--- src/rtl/uart_sprite_ctrl.sv ---
// uart_sprite_ctrl: UART-driven movable square sprites drawn over a framed screen.
// Move/home commands wait in a single pending slot and are applied at the next frame tick.
module uart_sprite_ctrl #(
    parameter int NUM_OBJ   = 4,
    parameter int OBJ_SIZE  = 64,
    parameter int STEP      = 4,
    parameter int SCREEN_W  = 640,
    parameter int SCREEN_H  = 480,
    parameter int BORDER    = 10,
    parameter int WRAP_MODE = 0
)(
    input  logic       clk,
    input  logic       reset,
    input  logic [9:0] x,
    input  logic [9:0] y,
    input  logic       blank,
    input  logic       frame_tick,
    input  logic [7:0] rx_data,
    input  logic       rx_valid,
    output logic [1:0] R,
    output logic [1:0] G,
    output logic [1:0] B,
    output logic [1:0] sel,
    output logic       cmd_dropped
);
    typedef enum logic [2:0] {C_UP, C_DOWN, C_LEFT, C_RIGHT, C_HOME} cmd_t;

    logic [9:0] pos_x [NUM_OBJ];
    logic [9:0] pos_y [NUM_OBJ];
    logic       pend_valid;
    cmd_t       pend_cmd;
    logic [1:0] pend_obj;
    logic       is_cmd, is_sel;
    cmd_t       rx_cmd;
    logic [1:0] rx_idx;
    logic       any_hit, border_px;
    logic [1:0] hit_idx, lvl, r_n, g_n, b_n;
    logic [10:0] xe, ye;

    // 11-bit signed intermediate keeps 0 - STEP negative instead of wrapping
    function automatic logic [9:0] step_pos(input logic [9:0] p, input logic dec, input int scr);
        logic signed [10:0] v, lo, hi, s;
        s  = 11'(scr);
        lo = 11'(BORDER);
        hi = 11'(scr - BORDER - OBJ_SIZE);
        v  = dec ? $signed({1'b0, p}) - $signed(11'(STEP)) : $signed({1'b0, p}) + $signed(11'(STEP));
        return WRAP_MODE != 0 ? 10'(v < 0 ? v + s : (v >= s ? v - s : v))
                              : 10'(v < lo ? lo : (v > hi ? hi : v));
    endfunction

    always_comb begin
        rx_idx = 2'(rx_data - 8'h31);
        is_sel = rx_valid && rx_data >= 8'h31 && rx_data < 8'(8'h31 + NUM_OBJ);
        is_cmd = rx_valid && (rx_data inside {8'h77, 8'h73, 8'h61, 8'h64, 8'h68});
        rx_cmd = rx_data == 8'h77 ? C_UP :
                 rx_data == 8'h73 ? C_DOWN :
                 rx_data == 8'h61 ? C_LEFT :
                 rx_data == 8'h64 ? C_RIGHT : C_HOME;
    end

    always_ff @(posedge clk) begin
        if (reset) begin
            sel         <= 2'd0;
            pend_valid  <= 1'b0;
            pend_cmd    <= C_HOME;
            pend_obj    <= 2'd0;
            cmd_dropped <= 1'b0;
            for (int i = 0; i < NUM_OBJ; i++) begin
                pos_x[i] <= 10'(64 + 128 * i);
                pos_y[i] <= 10'd208;
            end
        end else begin
            if (is_sel)
                sel <= rx_idx;
            if (is_cmd) begin
                pend_valid <= 1'b1;
                pend_cmd   <= rx_cmd;
                pend_obj   <= sel;
            end else if (frame_tick)
                pend_valid <= 1'b0;
            if (is_cmd && pend_valid && !frame_tick)
                cmd_dropped <= 1'b1;
            for (int i = 0; i < NUM_OBJ; i++)
                if (frame_tick && pend_valid && pend_obj == 2'(i)) begin
                    pos_x[i] <= pend_cmd == C_HOME  ? 10'(64 + 128 * i) :
                                pend_cmd == C_LEFT  ? step_pos(pos_x[i], 1'b1, SCREEN_W) :
                                pend_cmd == C_RIGHT ? step_pos(pos_x[i], 1'b0, SCREEN_W) : pos_x[i];
                    pos_y[i] <= pend_cmd == C_HOME  ? 10'd208 :
                                pend_cmd == C_UP    ? step_pos(pos_y[i], 1'b1, SCREEN_H) :
                                pend_cmd == C_DOWN  ? step_pos(pos_y[i], 1'b0, SCREEN_H) : pos_y[i];
                end
        end
    end

    // scanning downward leaves the lowest-index hit as the winner
    always_comb begin
        xe      = {1'b0, x};
        ye      = {1'b0, y};
        any_hit = 1'b0;
        hit_idx = 2'd0;
        for (int i = NUM_OBJ - 1; i >= 0; i--)
            if (xe >= {1'b0, pos_x[i]} && xe < {1'b0, pos_x[i]} + 11'(OBJ_SIZE) &&
                ye >= {1'b0, pos_y[i]} && ye < {1'b0, pos_y[i]} + 11'(OBJ_SIZE) &&
                xe < 11'(SCREEN_W) && ye < 11'(SCREEN_H)) begin
                any_hit = 1'b1;
                hit_idx = 2'(i);
            end
        border_px = xe < 11'(BORDER) || xe >= 11'(SCREEN_W - BORDER) ||
                    ye < 11'(BORDER) || ye >= 11'(SCREEN_H - BORDER);
        lvl = hit_idx == sel ? 2'b11 : 2'b01;
        r_n = border_px ? 2'b11 : (any_hit && (hit_idx == 2'd1 || hit_idx == 2'd3) ? lvl : 2'b00);
        g_n = border_px ? 2'b11 : (any_hit && (hit_idx == 2'd0 || hit_idx == 2'd3) ? lvl : 2'b00);
        b_n = border_px ? 2'b11 : (any_hit && hit_idx == 2'd2 ? lvl : 2'b00);
    end

    always_ff @(posedge clk) begin
        if (reset || blank) begin
            R <= 2'b00;
            G <= 2'b00;
            B <= 2'b00;
        end else begin
            R <= r_n;
            G <= g_n;
            B <= b_n;
        end
    end
endmodule

--- config.mk ---
export PLATFORM = sky130hd
export DESIGN_NAME = uart_sprite_ctrl
export DESIGN_NICKNAME = d
export VERILOG_FILES = /design/src/rtl/uart_sprite_ctrl.sv
export SDC_FILE = /design/constraint.sdc
export NUM_CORES = 1
export LEC_CHECK = 0
export CAP_MARGIN = 20
export CORE_UTILIZATION = 60
export DETAILED_ROUTE_END_ITERATION = 8
export MAX_ROUTING_LAYER = met4
export PLACE_DENSITY_LB_ADDON = 0.25
export SLEW_MARGIN = 30
export SYNTH_ARGS = -nofsm -noshare
export SYNTH_HDL_FRONTEND = slang
export SYNTH_SLANG_ARGS = --single-unit
--- constraint.sdc ---
create_clock -name clk -period 4.41 [get_ports clk]
set_input_delay 0.882 -clock clk [delete_from_list [all_inputs] [get_ports clk]]
set_output_delay 0.882 -clock clk [all_outputs]
set_load 0.1 [all_outputs]
# Yosys cells after proc, flatten, opt, wreduce, memory -nomap -nowiden
# Memory sizes are Yosys's and may differ from the RTL's.
# Cells that the tools add are included.
# word_totals
n_memories	2
in_bits	33
mem_bits_rw	80
wordCells	259
regBits	15
output_inout_bits	9
# memory_table
memory	words	word_bits	read_ports	rd_ports_with_merged_regs	wr	line_no	text
pos_x	4	10	4	0	4	28	logic [9:0] pos_x [NUM_OBJ];
pos_y	4	10	4	0	4	29	logic [9:0] pos_y [NUM_OBJ];
# classes
bitwise	8
muxes	99
reduce_logical	45
add_sub_neg	25
magnitude_cmp	56
n_eq_ne	16
# op_table
op	count
$mux 10	64
$lt 11x5->1 const B	16
$add 10x3->11 const B	8
$add 10x7->11 const B	8
$gt 11x10->1 const B	8
$gt 11x11->1 const B	8
$lt 10x11->1	8
$sub 10x3->11 const B	8
$ge 10x10->1	8
$eq 8x7->1 const B	5
$logic_and 1x1->1	33
$mux 2	11
$lt 10x4->1 const B	2
$mux 1	20
$mux 3	4
$ge 10x10->1 const B	1
$ge 10x9->1 const B	1
$lt 10x10->1 const B	1
$lt 10x9->1 const B	1
$eq 2x2->1 const B	4
$ge 8x6->1 const B	1
$lt 8x6->1 const B	1
$or 1x1->1	8
$eq 3x2->1 const B	2
other kinds (11)	18

# Longest topological paths before layout
# An unclocked memory read counts as a cell.
# depth
word_depth	17
mapped_depth	16
mapped_depth_nobuf	15

# Worst setup path before layout
# Ideal clock, no wire load.
# synth_timing
path_kind	register -> register
start	memory pos_y[2][8]
end	register G[1]
t_arrival_ns	3.196
synth_period_minus_slack_ns	3.313
required_ns	4.293
setup_slack_ns	1.097
path_buffers	2
path_stages_with_launch	16
setup_time_ns	0.117
path_cell_list	edfxtp_1 > clkbuf_1 > clkbuf_1 > nand3_1 > xnor2_1 > ha_1 > and3_1 > and3b_1 > mux2_2 > nor4_1 > nand2b_1 > a22oi_2 > inv_1 > ha_1 > nor2_1 > and4b_1
# synth_rtl
element	line_no	text
from (decl)	29	
to (signal assigned)	123	G <= g_n;
to (decl)	21	output logic [1:0] G,

# Worst setup path after layout
# layout_timing
start	input port y[7]
end	register G[1]
# layout_via
elab_chain_len	14
word_cells_on_any_way	45
# layout_rtl
element	line_no	text
from (decl)	15	input logic [9:0] y,
$ge 10x10->1	103	ye >= {1'b0, pos_y[i]} && ye < {1'b0, pos_y[i]} + 11'(OBJ_SIZE) &&
$logic_and 1x1->1	102	if (xe >= {1'b0, pos_x[i]} && xe < {1'b0, pos_x[i]} + 11'(OBJ_SIZE) &&
$logic_and 1x1->1 (2 in a row)	103	
$logic_and 1x1->1	104	xe < 11'(SCREEN_W) && ye < 11'(SCREEN_H)) begin
$mux 2 (4 in a row)	102	
$eq 2x2->1 or $logic_not 2->1 (tied branches)	112	g_n = border_px ? 2'b11 : (any_hit && (hit_idx == 2'd0 || hit_idx == 2'd3) ? lvl : 2'b00);
$logic_or 1x1->1	112	
$logic_and 1x1->1	112	
$mux 2	112	
$mux 2 (*)	112	
# Every way passes the cells marked *; elsewhere a longest branch is shown, timed or not.
# A chain may end at the register's enable or synchronous reset.

==> impl_metrics.json <==
{
  "outcome": "completed",
  "grt_pass1_wl_um": 49100,
  "drt_iter0_markers": 1026,
  "utilization_pct": 66.1,
  "clkSinkCount": 87,
  "synthArstFlopShare_pct": 0,
  "setup_violations": 0,
  "fin_crit_ns": 3.91,
  "worst_slack_ns": 0.501,
  "drive_gt1_share_pct": 5.11,
  "first_pass_iters": 7,
  "clk_path_buf_depth": 2,
  "cts_buffers": 9,
  "fmax_mhz": 256,
  "die_width_um": 138,
  "clock-root-buffer": "clkbuf_16",
  "synth_area_leaders": "edfxtp_1, ha_1, a21oi_1",
  "dpl_cell_area_um2": 11600,
  "yosysSeqAreaShare_pct": 22.3,
  "cts_tree": "done",
  "synth-adder-area-share_pct": 16.8,
  "synth_area_um2": 11000,
  "synthMuxAreaShare_pct": 1.03,
  "post-dp-hpwl_um": 23300,
  "grt_use_total_pct": 33.8,
  "worstPathCellList": "clkdlybuf4s50_1 > ha_1 > and3_1 > and3_1 > a2111oi_0 > and4b_1 > o311ai_0 > a21boi_0 > o21ai_1 > inv_1 > ha_1 > nor2_1 > and4b_1",
  "grt_antenna_before_repair": 0,
  "pwr_density_cell_nw_per_um2": 188,
  "insertion_delay_ns": 0.37,
  "fin_area_um2": 11900,
  "synth_top_family_by_area": "simple AND/OR/NAND/NOR gates",
  "diodes": 0,
  "synth_seq_cells": 87,
  "synth_xor_area_share_pct": 6.18,
  "numPortBuffers": 39,
  "max_slew.worst_pin.slew_ns": 0.991,
  "dp.cells": 1642,
  "die-area_um2": 18900,
  "drv_cap": 0,
  "yosysWarnings": 0,
  "grt_pass1_vias": 9946,
  "hold_violations": 0,
  "avgViaCountPerCell": 6.50,
  "post_cts_resize_count": 0,
  "rrSetupSlack_ns": 0.61,
  "synth_cells": 1405,
  "fin_crit_sh_pct": 88.6,
  "synth-simple-area-share_pct": 24.0,
  "synth_top_flop_cell": "edfxtp_1",
  "cp_max_fo": 7,
  "max_stage_delay_ns": 0.72,
  "fin_tns_setup_ns": 0,
  "gp_congestion": 0.949,
  "place_ws_ns": 0.154,
  "power_mw": 2.24,
  "synth.distinct_cells": 90,
  "yosysTopAreaCellShare_pct": 19.6,
  "synth-compound-area-share_pct": 23.8,
  "vias": 10800,
  "wl_per_cell_um": 18.3,
  "postCtsHoldBufs": 0,
  "finalMaxSlewViolations": 0,
  "cp-start-kind": "primary input",
  "grt_max_degree": 18,
  "core.rowCount": 49,
  "cpMaxStageDelayCell": "clkdlybuf4s50_1",
  "crit_arrival_ns": 4.18,
  "ios": 42,
  "synth_edf_count": 72,
  "crit_path_end_kind": "flop",
  "core_region_area_um2": 18000,
  "hp-class": "flop to flop",
  "avgSynthCellArea_um2": 7.86,
  "route.detailed.drc": 0,
  "max_slew_margin_pct": 33.7,
  "overflow": 0,
  "required_ns": 4.68,
  "drt_wl_total_um": 30400,
  "clock_skew_ns": 0.0174,
  "num-nets-final": 1604,
  "peakVddDrop_uv": 228,
  "drtAntennaViolNets": 0,
  "leakagePower_nw": 4.92,
  "path_class": "primary input to flop",
  "clkSlewWorstSetupHoldPaths_ns": 0.08,
  "fin_cells": 1658,
  "synth_top_cell_by_area": "edfxtp_1",
  "hold_slack_ns": 0.551,
  "die_y_um": 138,
  "post-cts-setup-buffers": 0,
  "rsz0062_at_grt": "false",
  "initial_utilization_pct": 61.3,
  "area.growth.synth_to_final_pct": 7.92,
  "htree_levels": 3
}
-- sequential cells by signal, indices dropped and copies added, names as in the netlist --
register     cells
pend_obj         2
R                2
pos_y           36
pend_cmd         3
pos_x           36
B                2
pend_valid       1
G                2
sel              2
cmd_dropped      1
-- critical path: cells and delay by family --
kind                     cells  cell delay, ns
AO/OA/AOI/OAI                4            0.98
AND/OR/NAND/NOR              5            0.93
buffers and inverters        2            0.80
adder cells (fa/ha/maj)      2            0.57
-- cell usage after synthesis, drive strengths merged (9+ instances only) --
cell type and number:
a211oi 15, a21o 18, a21oi 118, a31oi 11, and2 18, and3 27, buf 19, clkbuf 33
dfxtp 15, edfxtp 72, ha 147, inv 110, nand2 110, nand2b 20, nand3 62, nand4 20
nor2 126, nor2b 24, nor3 45, nor4 9, o211ai 19, o21a 12, o21ai 67, o221ai 9
o22ai 17, o311ai 9, or2 17, or3 11, xnor2 65, xor2 12
-- placed cells by master (no fill, tap or decap), types with 7 or more instances in the layout --
| cell | instances |
|---|---|
| a211oi_1 | 15 |
| a21o_1 | 18 |
| a21oi_1 | 117 |
| a221oi_1 | 8 |
| a22oi_1 | 7 |
| a31oi_1 | 11 |
| and2_1 | 18 |
| and3_1 | 24 |
| buf_4 | 18 |
| clkbuf_16 | 9 |
| clkdlybuf4s50_1 | 39 |
| dfxtp_1 | 15 |
| edfxtp_1 | 72 |
| ha_1 | 147 |
| inv_1 | 110 |
| mux2i_1 | 8 |
| nand2_1 | 110 |
| nand2b_1 | 20 |
| nand3_1 | 62 |
| nand4_1 | 20 |
| nor2_1 | 126 |
| nor2b_1 | 24 |
| nor3_1 | 45 |
| nor3b_1 | 8 |
| nor4_1 | 9 |
| o2111ai_1 | 7 |
| o211ai_1 | 19 |
| o21a_1 | 12 |
| o21ai_0 | 64 |
| o221ai_1 | 9 |
| o22ai_1 | 17 |
| o311ai_0 | 7 |
| or2_2 | 15 |
| or3_1 | 10 |
| xnor2_1 | 64 |
| xor2_1 | 12 |
-- routing by layer --
layer / global-route usage (%) / routed length, µm
met1: 43.8 / 13500
met2: 54.1 / 13800
met3: 3.97 / 2270
met4: 12.1 / 759
met5: - / 0
-- final cells by class --
type                    count  area [µm²]
fillers                  1575        6110
inverters                 112         420
repair buffers             57         526
flip-flops and latches     87        2460
clock inverters             7        55.1
well taps                 229         287
clock buffers               9         225
multi-input cells        1157        7940
-- cells by family (layout without fill, tap and decap cells) --
logic type / Yosys count / count (layout)
AO/OA/AOI/OAI: 392 / 392
XOR/XNOR: 77 / 77
adder cells (fa/ha/maj): 149 / 149
buffers and inverters: 164 / 185
flip-flops: 87 / 87
multiplexers: 11 / 11
other: 1 / 4
AND/OR/NAND/NOR: 524 / 524
-- where the power goes --
| group | leakage (nW) | switching [mW] | internal (mW) | total, mW |
|---|---|---|---|---|
| combinational | 4.00 | 0.308 | 0.212 | 0.519 |
| clock | 0.133 | 0.379 | 0.389 | 0.768 |
| sequential | 0.794 | 0.0433 | 0.910 | 0.953 |
| total | 4.92 | 0.730 | 1.51 | 2.24 |
-- final timing paths --
path / from / to / depth (start not counted)
worst max-delay path: y[7] / G[1] / 13
worst max register to register: pos_y[1][6] / G[1] / 15
worst min-delay path: pend_valid / pend_valid / 2
worst min register to register: pend_valid / pend_valid / 2
No activity file was read; power rests on OpenSTA's default activity.
